--- src/rtl/board_pkg.sv ---
// Board-level constants and the per-channel debounce response record shared
// by the switch input path.
package board_pkg;

  localparam int CLK_HZ      = 25_000_000;
  localparam int DEBOUNCE_MS = 10;

  // Debounced view of one switch channel; all fields are registered.
  typedef struct packed {
    logic level;
    logic rise;
    logic fall;
  } db_rsp_t;

  function automatic int ms_to_cycles(input int ms);
    return (CLK_HZ / 1000) * ms;
  endfunction

endpackage

--- src/rtl/debounce_filter.sv ---
// One switch channel: 2-flop synchroniser, stable-time counter, debounced
// level and registered press/release strobes.
module debounce_filter
  import board_pkg::*;
#(
  parameter int LIMIT = 8,
  parameter int CNT_W = 3
) (
  input  logic    i_Clock,
  input  logic    i_Reset_n,
  input  logic    i_Pin,
  output db_rsp_t o_Rsp,
  output logic    o_Fall_d
);

  localparam logic [CNT_W-1:0] CNT_LAST = CNT_W'(LIMIT - 1);

  logic [1:0]       sync_q;
  logic             s;
  logic             state_q, state_d;
  logic [CNT_W-1:0] cnt_q, cnt_d;
  logic             press_q, press_d;
  logic             rel_q, rel_d;

  assign s = sync_q[1];

  // Counter only runs while the synced level disagrees with the debounced
  // one, and is cleared on the accepting cycle, so it can never wrap.
  always_comb begin
    state_d = state_q;
    cnt_d   = cnt_q;
    press_d = 1'b0;
    rel_d   = 1'b0;
    if (s == state_q) begin
      cnt_d = '0;
    end else if (cnt_q == CNT_LAST) begin
      state_d = s;
      cnt_d   = '0;
      press_d = s;
      rel_d   = ~s;
    end else begin
      cnt_d = cnt_q + 1'b1;
    end
  end

  always_ff @(posedge i_Clock or negedge i_Reset_n) begin
    if (!i_Reset_n) begin
      sync_q  <= '0;
      state_q <= 1'b0;
      cnt_q   <= '0;
      press_q <= 1'b0;
      rel_q   <= 1'b0;
    end else begin
      sync_q  <= {sync_q[0], i_Pin};
      state_q <= state_d;
      cnt_q   <= cnt_d;
      press_q <= press_d;
      rel_q   <= rel_d;
    end
  end

  assign o_Rsp    = '{level: state_q, rise: press_q, fall: rel_q};
  // Next-cycle release lets the parent flip its LED on the same edge.
  assign o_Fall_d = rel_d;

endmodule

--- src/rtl/switch_debounce_toggle.sv ---
// NUM_SW independent debounced switch channels, each toggling its LED on
// every debounced release.
module switch_debounce_toggle
  import board_pkg::*;
#(
  parameter int NUM_SW         = 4,
  parameter int DEBOUNCE_LIMIT = ms_to_cycles(DEBOUNCE_MS)
) (
  input  logic              i_Clock,
  input  logic              i_Reset_n,
  input  logic [NUM_SW-1:0] i_Switch,
  output logic [NUM_SW-1:0] o_Sw_State,
  output logic [NUM_SW-1:0] o_Press,
  output logic [NUM_SW-1:0] o_Release,
  output logic [NUM_SW-1:0] o_LED
);

  localparam int CNT_W = $clog2(DEBOUNCE_LIMIT);

  db_rsp_t [NUM_SW-1:0] rsp;
  logic    [NUM_SW-1:0] fall_d;
  logic    [NUM_SW-1:0] led_q, led_d;

  for (genvar g = 0; g < NUM_SW; g++) begin : g_ch
    debounce_filter #(
      .LIMIT (DEBOUNCE_LIMIT),
      .CNT_W (CNT_W)
    ) u_db (
      .i_Clock   (i_Clock),
      .i_Reset_n (i_Reset_n),
      .i_Pin     (i_Switch[g]),
      .o_Rsp     (rsp[g]),
      .o_Fall_d  (fall_d[g])
    );
    assign o_Sw_State[g] = rsp[g].level;
    assign o_Press[g]    = rsp[g].rise;
    assign o_Release[g]  = rsp[g].fall;
  end

  assign led_d = led_q ^ fall_d;

  always_ff @(posedge i_Clock or negedge i_Reset_n) begin
    if (!i_Reset_n) led_q <= '0;
    else            led_q <= led_d;
  end

  assign o_LED = led_q;

endmodule

--- config.mk ---
export PLATFORM = sky130hd
export DESIGN_NAME = switch_debounce_toggle
export DESIGN_NICKNAME = d
export VERILOG_FILES = /design/src/rtl/board_pkg.sv /design/src/rtl/debounce_filter.sv /design/src/rtl/switch_debounce_toggle.sv
export SDC_FILE = /design/constraint.sdc
export NUM_CORES = 1
export LEC_CHECK = 0
export ABC_AREA = 1
export BUFFER_PORTS_ARGS = -buffer_cell sky130_fd_sc_hd__buf_2
export CORE_MARGIN = 2
export CORE_UTILIZATION = 45
export CTS_BUF_LIST = sky130_fd_sc_hd__clkbuf_4 sky130_fd_sc_hd__clkbuf_8
export DETAILED_ROUTE_END_ITERATION = 6
export PLACE_DENSITY = 0.69
export SLEW_MARGIN = 5
export SYNTH_ARGS = -nofsm -noshare
export SYNTH_HDL_FRONTEND = slang
export SYNTH_SLANG_ARGS = --single-unit
export TNS_END_PERCENT = 5
--- constraint.sdc ---
create_clock -name i_Clock -period 1.7 [get_ports i_Clock]
set_input_delay 0.085 -clock i_Clock [delete_from_list [all_inputs] [get_ports i_Clock]]
set_output_delay 0.085 -clock i_Clock [all_outputs]
set_load 0.05 [all_outputs]
==> flow_summary_export.csv <==
group,metric,value,unit
floorplan,io_pins,22,
synth,synth.cell_area,5050,sq um
clock_network,postCtsSetupRepairBufs,0,
final_layout,drive_above_1_share,15.4,%
sta,timing.clock.skew,8.21,ps
final_layout,layout.cells.most_common_list,"158 x sky130_fd_sc_hd__nor2_1, 100 x sky130_fd_sc_hd__nand2_1, 96 x sky130_fd_sc_hd__dfrtp_1",
sta,grt_setup_unrepaired,"no",
synth,synth_top_family_by_area,"simple AND/OR/NAND/NOR gates",
synth,synth_largest_area_cell,"sky130_fd_sc_hd__dfrtp_1",
clock_network,clk_root_buffer_cell,"sky130_fd_sc_hd__clkbuf_8",
synth,synth-async-reset-ratio,100,%
sta,finalSetupViolations,0,
synth,ys_top_cells_by_area,"sky130_fd_sc_hd__dfrtp_1 48%, sky130_fd_sc_hd__nor2_1 12%, sky130_fd_sc_hd__nand2_1 7.4%, sky130_fd_sc_hd__nand3_1 5.2%, sky130_fd_sc_hd__inv_1 5.1%",
setup_path,crit_required,1950,ps
flow_run,max_cap_viol_count,0,
sta,tightestPinTransition,437,ps
sta,fin_tns_setup,0,ps
global_routing,global_route.overflow_total,0,
global_routing,grt_max_degree,49,
floorplan,core_area,10900,sq um
setup_path,critical_path_peak_fanout,10,
final_layout,antennaDiodeCount,0,
drt,via_count,3886,
synth,postSynth.topFlopCell,"sky130_fd_sc_hd__dfrtp_1",
placed_design,postPlaceCellArea,5280,sq um
sta,report.final.slew_viol_count,0,
setup_path,arrival,1750,ps
clock_network,clk_pin_slew,90,ps
setup_path,slowest_delay,430,ps
drt,detail_route.wl_per_cell,11.6,um
drt,count_of_unresolved_drc_violations_after_routing,0,
final_layout,nNetsFinal,672,
power,max-vdd-ir-drop,397,uV
setup_path,worst_path_max_delay_cell,"sky130_fd_sc_hd__dfrtp_1",
drt,avgViaCountPerCell,4.82,
min_path,timing.hold.worst.class,"input port to asynchronous set/reset pin",
global_routing,wire_length_of_the_first_global_routing_pass,16500,um
synth,synthCells,634,
setup_path,path_delay_family,"simple AND/OR/NAND/NOR gates",
floorplan,die-height,110,um
synth,synth_simple_gate_area_share,35.1,%
final_layout,postLayoutCoreUtil,51.0,%
synth,synthesis.nets,644,
status,status,"complete, no violations",
setup_path,cell_chain_of_the_critical_path,"inv_1, nor2_1, nor2_1, inv_1, nand2_2, nor2_1",
synth,synth-xor-area-share,6.60,%
placed_design,gp_congestion,0.873,
clock_network,clk_latency,360,ps
synth,muxShareOfSynthArea,0,%
clock_network,tritoncts.num_buffers,9,
drt,firstDrtPassIters,5,
setup_path,timing.critical_path.from_type,"flip-flop",
synth,syn_area_per_cell,7.96,sq um
global_routing,grt_pass1_vias,3758,
synth,ys_seq_area_share,47.6,%
setup_path,crit_top_cell,"sky130_fd_sc_hd__nor2_1",
setup_path,cp.buffers_inverters,2,
floorplan,die_width,110,um
clock_network,htree_levels,3,
sta,post-route-period-util,88.2,%
power,total_power,0.00416,W
global_routing,grt_util_all_layers,17.4,%
drt,finalWirelength,9330,um
synth,synth_compound_gate_area_share,2.43,%
floorplan,die-area,12100,sq um
final_layout,mostFrequentLayoutCell,"sky130_fd_sc_hd__nor2_1",
drt,drt_first_iter_violations,227,
synth,synth_seq_cells,96,
global_routing,grt_antenna_before_repair,0,
final_layout,design_area,5550,sq um
setup_path,worstSetupPathType,"flip-flop to flip-flop",
synth,netlist-cell-type-count,26,
drt,post_route_antenna_net_violation_count,0,
final_layout,flow.area_growth_from_synthesis,10.0,%
sta,finalWorstPathRequiredPeriod,1500,ps
synth,synth.yosys.warnings,0,
final_layout,fillerInstances,1045,
sta,maxSlewHeadroom,70.8,%
sta,maxClockFrequency,667,MHz
clock_network,numClockSinks,96,
floorplan,core.rowCount,38,
clock_network,tritoncts,"yes",
synth,synth_top_area_share,47.6,%
placed_design,portBuffers,21,
placed_design,dp.final_hpwl,6950,um
power,power.static_leakage,2.41,nW
synth,edff_count_synth,0,
sta,final-hold-violation-count,0,
floorplan,starting_density_of_the_core,46.3,%
clock_network,clk_path_buf_depth,2,
power,power-per-cell-area,750,nW/um^2
synth,synth_area_in_adders,0.992,%
setup_path,end_kind,"flip-flop",
path summary, 6_finish.rpt:
check                                        from                     end  slack [ps]  depth (start not counted)
min in group i_Clock       g_ch[1].u_db.sync_q[0]  g_ch[1].u_db.sync_q[1]         350                          0
max in group asynchronous               i_Reset_n   g_ch[1].u_db.cnt_q[4]         920                          3
min                                     i_Reset_n   g_ch[2].u_db.cnt_q[8]         170                          2
max reg2reg                  g_ch[1].u_db.state_q  g_ch[1].u_db.cnt_q[12]         200                          6
max                          g_ch[1].u_db.state_q  g_ch[1].u_db.cnt_q[12]         200                          6
min reg2reg                g_ch[1].u_db.sync_q[0]  g_ch[1].u_db.sync_q[1]         350                          0
state kept, by name, summed over array words and instances (netlist names):
signal             cells
g_ch.u_db.cnt_q       72
g_ch.u_db.sync_q       8
g_ch.u_db.rel_q        4
o_LED                  4
g_ch.u_db.press_q      4
g_ch.u_db.state_q      4
Yosys cell counts, types with 2 or more instances:
cell type                  number
sky130_fd_sc_hd__xnor2_1       15
sky130_fd_sc_hd__o21ai_0        8
sky130_fd_sc_hd__nor2_2        23
sky130_fd_sc_hd__nor2_4         7
sky130_fd_sc_hd__nand2_1      100
sky130_fd_sc_hd__nand3b_1       2
sky130_fd_sc_hd__xor2_1        23
sky130_fd_sc_hd__nand2_2       20
sky130_fd_sc_hd__nor3_1         7
sky130_fd_sc_hd__dfrtp_1       96
sky130_fd_sc_hd__inv_1         68
sky130_fd_sc_hd__o21ai_1        8
sky130_fd_sc_hd__nand2_4        2
sky130_fd_sc_hd__nor2_1       158
sky130_fd_sc_hd__nand3_1       52
sky130_fd_sc_hd__a21oi_1        7
sky130_fd_sc_hd__and2_0         2
sky130_fd_sc_hd__nand4_1        7
sky130_fd_sc_hd__nand3_2        5
sky130_fd_sc_hd__buf_4         12
sky130_fd_sc_hd__inv_2          4
sky130_fd_sc_hd__ha_1           4
stage by stage:
step | setup slack, ps | std cells | hold WS, ps
3_3_place_gp | 267 | 786 | 24.9
2_1_floorplan | 443 | 634 | -211
6_report | 201 | 807 | 175
3_5_place_dp | 197 | 786 | 33.4
4_1_cts | 201 | 807 | 165
5_1_grt | 81.3 | 807 | 208
cells by family (layout without fill, tap and decap cells):
group | after synthesis | after routing
flops | 96 | 96
buf+inv | 85 | 118
fa+ha+maj | 4 | 4
xor+xnor | 38 | 38
simple gates | 387 | 387
compound gates | 24 | 24
per-layer routing:
metal	track usage (%)	vias up	wire [um]
li1	-	2009	-
met1	23.2	1826	4530
met2	28.4	41	4420
met3	3.56	10	270
met4	5.15	0	114
met5	0	-	0
final cells by class:
type	count	area, sq um	share of cell area (%)
tap	140	175	3.15
inverter	72	270	4.87
multi-input combinational	453	2280	41.0
clock buffer	9	124	2.23
clock inverter	7	103	1.85
sequential	96	2400	43.3
timing repair buffer	30	200	3.61
where the power goes:
group          total [W]  switching, W  internal (W)
Clock            0.00166      0.000813      0.000846
Combinational   0.000161      0.000109     0.0000525
Sequential       0.00234     0.0000273       0.00231
Total            0.00416      0.000949       0.00321
what timing repair did:
item	in CTS	in global routing
hold buffers	5	0
resized for setup	0	0
hold endpoints to repair	32	0
setup endpoints to repair	0	0
No activity file was read; power rests on OpenSTA's default activity.
